[src/rtl/ov7670_pkg.sv]
// rtl/ov7670_pkg.sv - shared state encoding, colour-bar table and byte split for the OV7670 source
package ov7670_pkg;

  typedef enum logic [2:0] {
    ST_IDLE,
    ST_VSYNC,
    ST_VBACK,
    ST_ACTIVE,
    ST_VFRONT
  } ov_state_t;

  localparam logic [15:0] BAR_COLOURS [0:7] = '{
    16'hFFFF, 16'hFFE0, 16'h07FF, 16'h07E0,
    16'hF81F, 16'hF800, 16'h001F, 16'h0000
  };

  // First byte on the wire is R4..R0,G5..G3; second is G2..G0,B4..B0.
  function automatic logic [7:0] byte_of(input logic [15:0] pixel, input logic odd);
    return odd ? pixel[7:0] : pixel[15:8];
  endfunction

endpackage

[src/rtl/ov7670_tx_if.sv]
// rtl/ov7670_tx_if.sv - sensor-side video outputs and frame memory read port
interface ov7670_tx_if #(parameter int AW = 15);
  logic [AW-1:0] mem_rd_addr;
  logic          mem_rd_en;
  logic [15:0]   mem_rd_data;
  logic          vsync;
  logic          href;
  logic [7:0]    px_data;
  logic          frame_done;

  modport master (
    output mem_rd_addr, mem_rd_en, vsync, href, px_data, frame_done,
    input  mem_rd_data
  );

  modport slave (
    input  mem_rd_addr, mem_rd_en, vsync, href, px_data, frame_done,
    output mem_rd_data
  );
endinterface

[src/rtl/ov7670_timing.sv]
// rtl/ov7670_timing.sv - frame FSM, byte/line counters and registered sync strobes
module ov7670_timing
  import ov7670_pkg::*;
#(
  parameter int H_ACTIVE    = 160,
  parameter int V_ACTIVE    = 120,
  parameter int H_BLANK     = 16,
  parameter int VSYNC_LINES = 3,
  parameter int V_BACK      = 17,
  parameter int V_FRONT     = 10,
  parameter int XW          = $clog2(H_ACTIVE + 1)
) (
  input  logic          pclk,
  input  logic          rst,
  input  logic          enable,
  input  logic          pattern_sel,
  output logic          vsync,
  output logic          href,
  output logic          frame_done,
  output logic          byte_odd,
  output logic          prefetch,
  output logic          pat_mode,
  output logic [XW-1:0] x
);

  localparam int LINE_LEN = 2 * H_ACTIVE + H_BLANK;
  localparam int VM1  = (VSYNC_LINES > V_BACK) ? VSYNC_LINES : V_BACK;
  localparam int VM2  = (V_ACTIVE > V_FRONT) ? V_ACTIVE : V_FRONT;
  localparam int VMAX = (VM1 > VM2) ? VM1 : VM2;
  localparam int BW   = $clog2(LINE_LEN);
  localparam int LW   = $clog2(VMAX + 1);

  localparam logic [BW-1:0] B_LAST     = BW'(LINE_LEN - 1);
  localparam logic [BW-1:0] B_HREF     = BW'(2 * H_ACTIVE);
  localparam logic [BW-1:0] B_PRE_LAST = BW'(2 * H_ACTIVE - 1);
  localparam logic [LW-1:0] L_VSYNC    = LW'(VSYNC_LINES - 1);
  localparam logic [LW-1:0] L_VBACK    = LW'(V_BACK - 1);
  localparam logic [LW-1:0] L_ACTIVE   = LW'(V_ACTIVE - 1);
  localparam logic [LW-1:0] L_VFRONT   = LW'(V_FRONT - 1);

  ov_state_t     state, nxt_state;
  logic [BW-1:0] bcnt, nxt_b;
  logic [LW-1:0] lcnt, nxt_l;
  logic          nxt_pat;
  logic          line_end;

  always_comb begin
    nxt_state = state;
    nxt_b     = bcnt;
    nxt_l     = lcnt;
    nxt_pat   = pat_mode;
    line_end  = (bcnt == B_LAST);
    if (state == ST_IDLE) begin
      nxt_b = '0;
      nxt_l = '0;
      if (enable) begin
        nxt_state = ST_VSYNC;
        nxt_pat   = pattern_sel;
      end
    end else begin
      nxt_b = line_end ? '0 : bcnt + BW'(1);
      if (line_end) begin
        nxt_l = lcnt + LW'(1);
        case (state)
          ST_VSYNC:  if (lcnt == L_VSYNC)  begin nxt_state = ST_VBACK;  nxt_l = '0; end
          ST_VBACK:  if (lcnt == L_VBACK)  begin nxt_state = ST_ACTIVE; nxt_l = '0; end
          ST_ACTIVE: if (lcnt == L_ACTIVE) begin nxt_state = ST_VFRONT; nxt_l = '0; end
          ST_VFRONT: if (lcnt == L_VFRONT) begin
            nxt_l = '0;
            if (enable) begin
              nxt_state = ST_VSYNC;
              nxt_pat   = pattern_sel;
            end else begin
              nxt_state = ST_IDLE;
            end
          end
          default: nxt_state = ST_IDLE;
        endcase
      end
    end
  end

  // Outputs are registered from the next-cycle view so they line up with state/bcnt/lcnt.
  always_ff @(posedge pclk) begin
    if (!rst) begin
      state      <= ST_IDLE;
      bcnt       <= '0;
      lcnt       <= '0;
      pat_mode   <= 1'b0;
      vsync      <= 1'b0;
      href       <= 1'b0;
      frame_done <= 1'b0;
      byte_odd   <= 1'b0;
      prefetch   <= 1'b0;
      x          <= '0;
    end else begin
      state      <= nxt_state;
      bcnt       <= nxt_b;
      lcnt       <= nxt_l;
      pat_mode   <= nxt_pat;
      vsync      <= (nxt_state == ST_VSYNC);
      href       <= (nxt_state == ST_ACTIVE) && (nxt_b < B_HREF);
      byte_odd   <= nxt_b[0];
      x          <= XW'(nxt_b >> 1);
      frame_done <= (nxt_state == ST_VFRONT) && (nxt_b == B_LAST) && (nxt_l == L_VFRONT);
      prefetch   <= ((nxt_state == ST_ACTIVE) && nxt_b[0] && (nxt_b < B_PRE_LAST))
                 || ((nxt_state == ST_ACTIVE) && (nxt_b == B_LAST) && (nxt_l != L_ACTIVE))
                 || ((nxt_state == ST_VBACK) && (nxt_b == B_LAST) && (nxt_l == L_VBACK));
    end
  end

endmodule

[src/rtl/ov7670_tx.sv]
// rtl/ov7670_tx.sv - synthetic OV7670 RGB565 byte-stream source fed from memory or colour bars
module ov7670_tx
  import ov7670_pkg::*;
#(
  parameter int AW          = 15,
  parameter int H_ACTIVE    = 160,
  parameter int V_ACTIVE    = 120,
  parameter int H_BLANK     = 16,
  parameter int VSYNC_LINES = 3,
  parameter int V_BACK      = 17,
  parameter int V_FRONT     = 10
) (
  input  logic        pclk,
  input  logic        rst,
  input  logic        enable,
  input  logic        pattern_sel,
  ov7670_tx_if.master bus
);

  localparam int XW = $clog2(H_ACTIVE + 1);

  logic          vsync, href, frame_done, byte_odd, prefetch, pat_mode;
  logic [XW-1:0] x;
  logic [AW-1:0] addr_cnt;
  logic [15:0]   hold;
  logic [15:0]   pix;
  logic          rd;

  ov7670_timing #(
    .H_ACTIVE   (H_ACTIVE),
    .V_ACTIVE   (V_ACTIVE),
    .H_BLANK    (H_BLANK),
    .VSYNC_LINES(VSYNC_LINES),
    .V_BACK     (V_BACK),
    .V_FRONT    (V_FRONT),
    .XW         (XW)
  ) u_timing (
    .pclk       (pclk),
    .rst        (rst),
    .enable     (enable),
    .pattern_sel(pattern_sel),
    .vsync      (vsync),
    .href       (href),
    .frame_done (frame_done),
    .byte_odd   (byte_odd),
    .prefetch   (prefetch),
    .pat_mode   (pat_mode),
    .x          (x)
  );

  // bar = x*8/H_ACTIVE, found by counting the seven thresholds ceil(k*H_ACTIVE/8) that x reaches.
  function automatic logic [2:0] bar_of(input logic [XW-1:0] xv);
    logic [2:0] b;
    b = 3'd0;
    for (int k = 1; k < 8; k++) begin
      if (int'(xv) >= (k * H_ACTIVE + 7) / 8) b = b + 3'd1;
    end
    return b;
  endfunction

  assign rd  = prefetch & ~pat_mode;
  assign pix = pat_mode ? BAR_COLOURS[bar_of(x)] : bus.mem_rd_data;

  always_ff @(posedge pclk) begin
    if (!rst) begin
      addr_cnt <= '0;
      hold     <= '0;
    end else begin
      if (frame_done)  addr_cnt <= '0;
      else if (rd)     addr_cnt <= addr_cnt + AW'(1);
      if (href && !byte_odd) hold <= pix;
    end
  end

  assign bus.mem_rd_addr = addr_cnt;
  assign bus.mem_rd_en   = rd;
  assign bus.vsync       = vsync;
  assign bus.href        = href;
  assign bus.frame_done  = frame_done;
  assign bus.px_data     = href ? byte_of(byte_odd ? hold : pix, byte_odd) : 8'h00;

endmodule

[src/flat_wrapper.sv]
// flat-port wrapper written by rule: the top's interface ports become plain ports
module ov7670_tx_flat import ov7670_pkg::*;
#(
  parameter int AW          = 15,
  parameter int H_ACTIVE    = 160,
  parameter int V_ACTIVE    = 120,
  parameter int H_BLANK     = 16,
  parameter int VSYNC_LINES = 3,
  parameter int V_BACK      = 17,
  parameter int V_FRONT     = 10
)
  (pclk, rst, enable, pattern_sel, bus_mem_rd_addr, bus_mem_rd_en, bus_vsync, bus_href, bus_px_data, bus_frame_done, bus_mem_rd_data);
  ov7670_tx_if #(.AW(AW)) bus_i ();
  input  logic pclk;
  input  logic rst;
  input  logic enable;
  input  logic pattern_sel;
  output wire logic [$bits(bus_i.mem_rd_addr)-1:0] bus_mem_rd_addr;
  output wire logic [$bits(bus_i.mem_rd_en)-1:0] bus_mem_rd_en;
  output wire logic [$bits(bus_i.vsync)-1:0] bus_vsync;
  output wire logic [$bits(bus_i.href)-1:0] bus_href;
  output wire logic [$bits(bus_i.px_data)-1:0] bus_px_data;
  output wire logic [$bits(bus_i.frame_done)-1:0] bus_frame_done;
  input wire logic [$bits(bus_i.mem_rd_data)-1:0] bus_mem_rd_data;
  assign bus_mem_rd_addr = bus_i.mem_rd_addr;
  assign bus_mem_rd_en = bus_i.mem_rd_en;
  assign bus_vsync = bus_i.vsync;
  assign bus_href = bus_i.href;
  assign bus_px_data = bus_i.px_data;
  assign bus_frame_done = bus_i.frame_done;
  assign bus_i.mem_rd_data = bus_mem_rd_data;
  ov7670_tx #(.AW(AW), .H_ACTIVE(H_ACTIVE), .V_ACTIVE(V_ACTIVE), .H_BLANK(H_BLANK), .VSYNC_LINES(VSYNC_LINES), .V_BACK(V_BACK), .V_FRONT(V_FRONT)) u_core (.pclk(pclk), .rst(rst), .enable(enable), .pattern_sel(pattern_sel), .bus(bus_i));
endmodule
[config.mk]
export PLATFORM = sky130hd
export DESIGN_NAME = ov7670_tx_flat
export DESIGN_NICKNAME = d
export VERILOG_FILES = /design/src/rtl/ov7670_pkg.sv /design/src/rtl/ov7670_tx_if.sv /design/src/rtl/ov7670_timing.sv /design/src/rtl/ov7670_tx.sv /design/src/flat_wrapper.sv
export SDC_FILE = /design/constraint.sdc
export NUM_CORES = 1
export LEC_CHECK = 0
export ABC_CLOCK_PERIOD_IN_PS = 4500
export CAP_MARGIN = 20
export CORE_MARGIN = 4
export CORE_UTILIZATION = 45
export DETAILED_ROUTE_END_ITERATION = 7
export PLACE_DENSITY = 0.68
export RECOVER_POWER = 100
export SLEW_MARGIN = 20
export SYNTH_ARGS = -nofsm -noshare
export SYNTH_HDL_FRONTEND = slang
export SYNTH_SLANG_ARGS = --single-unit
[constraint.sdc]
create_clock -name pclk -period 4.5 [get_ports pclk]
set_clock_uncertainty 0.1 [all_clocks]
set_input_delay 0.45 -clock pclk [delete_from_list [all_inputs] [get_ports pclk]]
set_output_delay 0.45 -clock pclk [all_outputs]
set_load 0.01 [all_outputs]
==> impl_metrics.csv <==
group,metric,value,unit
status,outcome,"complete, but fails checks",
status,failed_checks,"negative setup slack",
placed_design,gpl.final_weighted_congestion,0.8579,
critical_path,worst-path-buf-inv,2,
routing,routed.top_layer,"met4",
critical_path,timing.setup.critical_path_class,"reg2out",
routing,vias,2846,
routing,drtIter0Drc,97,
routing,pre_antenna_drt_iters,4,
critical_path,cp_cell_sequence,"o21ai_2, and3b_2, buf_6, ha_4, xnor2_4, ha_1, a21oi_1, a31oi_1, xor2_1, nor2_1, a21oi_1, ha_1, nand2_2, nand2_2, ha_2, o21ai_1, a31oi_2, o31ai_1, and2_1, clkdlybuf4s15_2",
routing,wl_met2,3511,um
grt,pin_count_of_the_biggest_net_entering_global_routing,24,
routing,viasPerCell,5.400,
critical_path,worstPathMaxFanout,5,
yosys,netlist_area,3103,um2
yosys,synth_fp_nets,434,
routing,detailed_route_wire_length_on_metal_1,3441,um
grt,total_gr_overflow,0,
min_path,holdCritPathClass,"reg2reg",
yosys,ys_types,58,
critical_path,critPathLaunchType,"flip-flop",
yosys,synthDominantAreaCellType,"sky130_fd_sc_hd__dfxtp_1",
critical_path,rr_endpoint,"u_core.hold[6]",
sta,clock.fmax,0.2213,GHz
floorplan,initial_utilization,0.4593,
yosys,synth_area_in_compound_gates,0.1452,
critical_path,critPathRequiredTime,3.95,ns
final_layout,final_layout_size_suffix_gt1_frac,0.1409,
yosys,synth_edf_count,0,
routing,ant_nets,0,
critical_path,stage_delay_of_the_slowest_cell_on_the_critical_path,0.37,ns
placed_design,numPortBuffers,46,
critical_path,cp_delay_by_family_top,"adder cells",
clock_network,clk_pin_slew_worst_setup_hold_paths,0.10,ns
routing,drc,0,
yosys,synth_area_leaders,"sky130_fd_sc_hd__dfxtp_1, sky130_fd_sc_hd__nor2_1, sky130_fd_sc_hd__ha_1, sky130_fd_sc_hd__nand2_1, sky130_fd_sc_hd__xnor2_1",
sta,timing_hold_violations_final,0,
placed_design,dp.final_hpwl,5452,um
min_path,hold_end,"u_core.bus.mem_rd_addr[14]",
critical_path,timing.critical_path.arrival,3.97,ns
placed_design,standard_cell_area_after_detailed_placement,3621,um2
routing,routed_wl,7255,um
yosys,postSynth.topFlopCell,"sky130_fd_sc_hd__dfxtp_1",
yosys,postSynthRegisterBits,47,
sta,finalSetupViolCount,5,
clock_network,cts_root_buf,"sky130_fd_sc_hd__clkbuf_8",
min_path,hold-path-cell-count,2,
run,cap_violations,0,
routing,detail_route.wl_per_cell,13.77,um
final_layout,area.sequential,947.2,um2
grt,global_route.usage.total,0.1778,
yosys,synth_simple_gate_area_share,0.3423,
power,power-per-cell-area,208.5,nW/um2
yosys,synthesis.yosys.warnings,0,
yosys,synth_top_family_by_area,"simple AND/OR/NAND/NOR gates",
min_path,worstHoldStart,"u_core.bus.mem_rd_addr[14]",
yosys,synth_async_sr_flop_share,0,
yosys,avgSynthCellArea,7.738,um2
floorplan,ioPinCount,47,
floorplan,die_h,91.04,um
floorplan,core_area,6756,um2
clock_network,clock_sink_count,47,
critical_path,endpoint_kind,"primary output",
yosys,synth_top_cell_area_share,0.3032,
clock_network,cts-htree-levels,2,
yosys,synth_sequential_area_ratio,0.3032,
critical_path,reg2reg_from,"u_core.u_timing.x[4]",
grt,grt_pass1_wl,12410,um
sta,worst_slew_margin_relative_to_its_limit,0.3617,
grt,grt_antenna_before_repair,0,
sta,worst_pin_slew,0.9570,ns
final_layout,fillers,637,
sta,layout_worst_path_cycle_share,1.004,
critical_path,rrSetupSlack,0.58,ns
power,total_leakage_power,1.488,nW
critical_path,crit_slowest_cell,"sky130_fd_sc_hd__dfxtp_2",
clock_network,clkLatencyLatePin,0.30,ns
floorplan,rows,30,
final_layout,stdcell_area,3859,um2
final_layout,flow.area_growth_from_synthesis,24.35,%
sta,period_needed,4.519,ns
floorplan,floorplan.die.width,91.04,um
routing,wl_met3,239,um
critical_path,worstRegToRegCells,24,
final_layout,diodes,0,
final_layout,multi_input_comb_area,2052,um2
clock_network,cts_tree,"yes",
power,ir_worst_vdd,0.1530,mV
floorplan,die_area,8288,um2
clock_network,clk_path_buf_depth,2,
final_layout,layout.nets,479,
yosys,syn_inst,401,
grt,first_global_vias,2710,
yosys,synth_adder_area_share,0.05242,
sta,finalMaxSlewViolations,0,
clock_network,cts_made_buffers,5,
yosys,yosys.area_share.xor_xnor,0.08992,
sta,layout_setup_ws,-0.01875,ns
placed_design,pre_cts_ws,-0.1255,ns
sta,rsz0062_at_grt,"yes",
yosys,mux_cell_area_share_after_synthesis,0.009677,
[layer usage]
metal / track usage / up-vias
met5: 0 / -
met4: 0.04648 / 0
met3: 0.02900 / 5
met2: 0.3139 / 59
met1: 0.2235 / 1308
li1: - / 1474
[worst max-delay path by stage]
| stage | start | to | slack (ns) | depth (start not counted) |
|---|---|---|---|---|
| floorplan | u_core.u_timing.x[4] | bus_px_data[0] | 0.32 | 22 |
| global placement | u_core.u_timing.x[4] | bus_px_data[2] | 0.02 | 22 |
| detailed placement | u_core.u_timing.x[2] | bus_px_data[7] | -0.13 | 21 |
| CTS | u_core.u_timing.x[4] | bus_px_data[2] | 0.0001 | 24 |
| global route | u_core.u_timing.x[7] | bus_px_data[2] | -0.27 | 26 |
| finish | u_core.u_timing.x[4] | bus_px_data[7] | -0.02 | 20 |
[layout by cell type, fill, tap and decap left out, types with 3 or more instances in the layout]
cell / Yosys / final
sky130_fd_sc_hd__ha_1: 13 / 10
sky130_fd_sc_hd__nand2b_1: 8 / 8
sky130_fd_sc_hd__or3_1: 6 / 6
sky130_fd_sc_hd__o21ai_0: 15 / 13
sky130_fd_sc_hd__and2_1: 11 / 10
sky130_fd_sc_hd__nor2_1: 52 / 52
sky130_fd_sc_hd__inv_1: 12 / 10
sky130_fd_sc_hd__clkdlybuf4s50_1: 0 / 19
sky130_fd_sc_hd__mux2i_1: 3 / 3
sky130_fd_sc_hd__o31ai_1: 6 / 6
sky130_fd_sc_hd__nand2_1: 42 / 38
sky130_fd_sc_hd__nor3_1: 20 / 20
sky130_fd_sc_hd__dfxtp_2: 0 / 5
sky130_fd_sc_hd__xor2_1: 13 / 13
sky130_fd_sc_hd__nand4_1: 9 / 9
sky130_fd_sc_hd__xnor2_1: 17 / 17
sky130_fd_sc_hd__o21ai_1: 3 / 4
sky130_fd_sc_hd__buf_4: 1 / 14
sky130_fd_sc_hd__and3_1: 8 / 8
sky130_fd_sc_hd__dlygate4sd3_1: 0 / 19
sky130_fd_sc_hd__nand3_1: 12 / 12
sky130_fd_sc_hd__a21oi_1: 22 / 20
sky130_fd_sc_hd__clkdlybuf4s15_1: 0 / 4
sky130_fd_sc_hd__a31oi_1: 5 / 5
sky130_fd_sc_hd__and4_1: 3 / 3
sky130_fd_sc_hd__a21oi_2: 1 / 3
sky130_fd_sc_hd__nor2b_1: 7 / 7
sky130_fd_sc_hd__dfxtp_1: 47 / 42
sky130_fd_sc_hd__buf_6: 4 / 5
sky130_fd_sc_hd__clkbuf_8: 0 / 5
sky130_fd_sc_hd__nor3b_1: 4 / 4
sky130_fd_sc_hd__nand2_2: 2 / 4
[synthesized netlist by cell type (3+ instances only)]
library cell / instances
sky130_fd_sc_hd__or3_1: 6
sky130_fd_sc_hd__inv_1: 12
sky130_fd_sc_hd__nor3b_1: 4
sky130_fd_sc_hd__o31ai_1: 6
sky130_fd_sc_hd__mux2i_1: 3
sky130_fd_sc_hd__and3b_1: 3
sky130_fd_sc_hd__clkbuf_1: 16
sky130_fd_sc_hd__o21ai_1: 3
sky130_fd_sc_hd__nand4_1: 9
sky130_fd_sc_hd__and4_1: 3
sky130_fd_sc_hd__nand2b_1: 8
sky130_fd_sc_hd__xor2_1: 13
sky130_fd_sc_hd__nor2b_1: 7
sky130_fd_sc_hd__xnor2_1: 17
sky130_fd_sc_hd__and2_1: 11
sky130_fd_sc_hd__nand3_1: 12
sky130_fd_sc_hd__ha_1: 13
sky130_fd_sc_hd__dfxtp_1: 47
sky130_fd_sc_hd__buf_2: 4
sky130_fd_sc_hd__a31oi_1: 5
sky130_fd_sc_hd__nor3_1: 20
sky130_fd_sc_hd__and3_1: 8
sky130_fd_sc_hd__o21ai_0: 15
sky130_fd_sc_hd__nand2_1: 42
sky130_fd_sc_hd__buf_6: 4
sky130_fd_sc_hd__nor2_1: 52
sky130_fd_sc_hd__a21oi_1: 22
[tightest hold or removal path, cell delays in order, from the launching register on]
cell	delay [ns]
sky130_fd_sc_hd__dfxtp_1	0.33
sky130_fd_sc_hd__o21ai_0	0.07
sky130_fd_sc_hd__a21oi_1	0.06
[report_power, final]
group	switching [mW]	internal (mW)
Clock	0.154	0.169
Combinational	0.0251	0.0289
Sequential	0.00959	0.419
Total	0.189	0.616
[flip-flops by register name, summed over array words and instances (netlist names)]
register,flops
u_core.u_timing.prefetch,1
u_core.u_timing.lcnt,7
u_core.u_timing.bcnt,1
u_core.u_timing.frame_done,1
u_core.hold,8
u_core.bus.mem_rd_addr,15
u_core.u_timing.pat_mode,1
u_core.u_timing.vsync,1
u_core.u_timing.state,3
u_core.u_timing.href,1
u_core.u_timing.x,8
[area by class of cell]
cell class,count,share of cell area
clock buffer,5,0.01783
multi-input combinational,317,0.5318
tap,80,0.02594
inverter,12,0.01167
timing repair buffer,63,0.1550
clock inverter,3,0.01232
sequential,47,0.2455
[stage by stage]
| stage | power, mW | TNS (ns) | instances | utilization | hold WS, ns |
|---|---|---|---|---|---|
| after floorplan | 0.4673 | 0 | 401 | - | 0.3759 |
| after global placement | 0.4921 | 0 | 514 | 0.5359 | 0.3774 |
| after detailed placement | 0.4921 | -0.8579 | 514 | 0.5359 | 0.3881 |
| after CTS | 0.8129 | 0 | 526 | 0.5646 | 0.4020 |
| after global routing | 0.8375 | -1.938 | 527 | 0.5711 | 0.4339 |
| final | 0.8047 | -0.05599 | 527 | 0.5711 | 0.4004 |
[cells by family after synthesis]
group | Yosys count
AND/OR/NAND/NOR | 201
buffers and inverters | 37
multiplexers | 3
XOR/XNOR | 31
flip-flops | 47
adder cells (fa/ha/maj) | 13
AO/OA/AOI/OAI | 69
[what timing repair did]
item / 4_1_cts / 5_1_grt
resized for setup: 37 / 17
setup endpoints to repair: 8 / 8
setup buffers: 4 / 1
hold buffers: 0 / 0
pin swaps: 16 / 11
No activity file was read; power rests on OpenSTA's default activity.
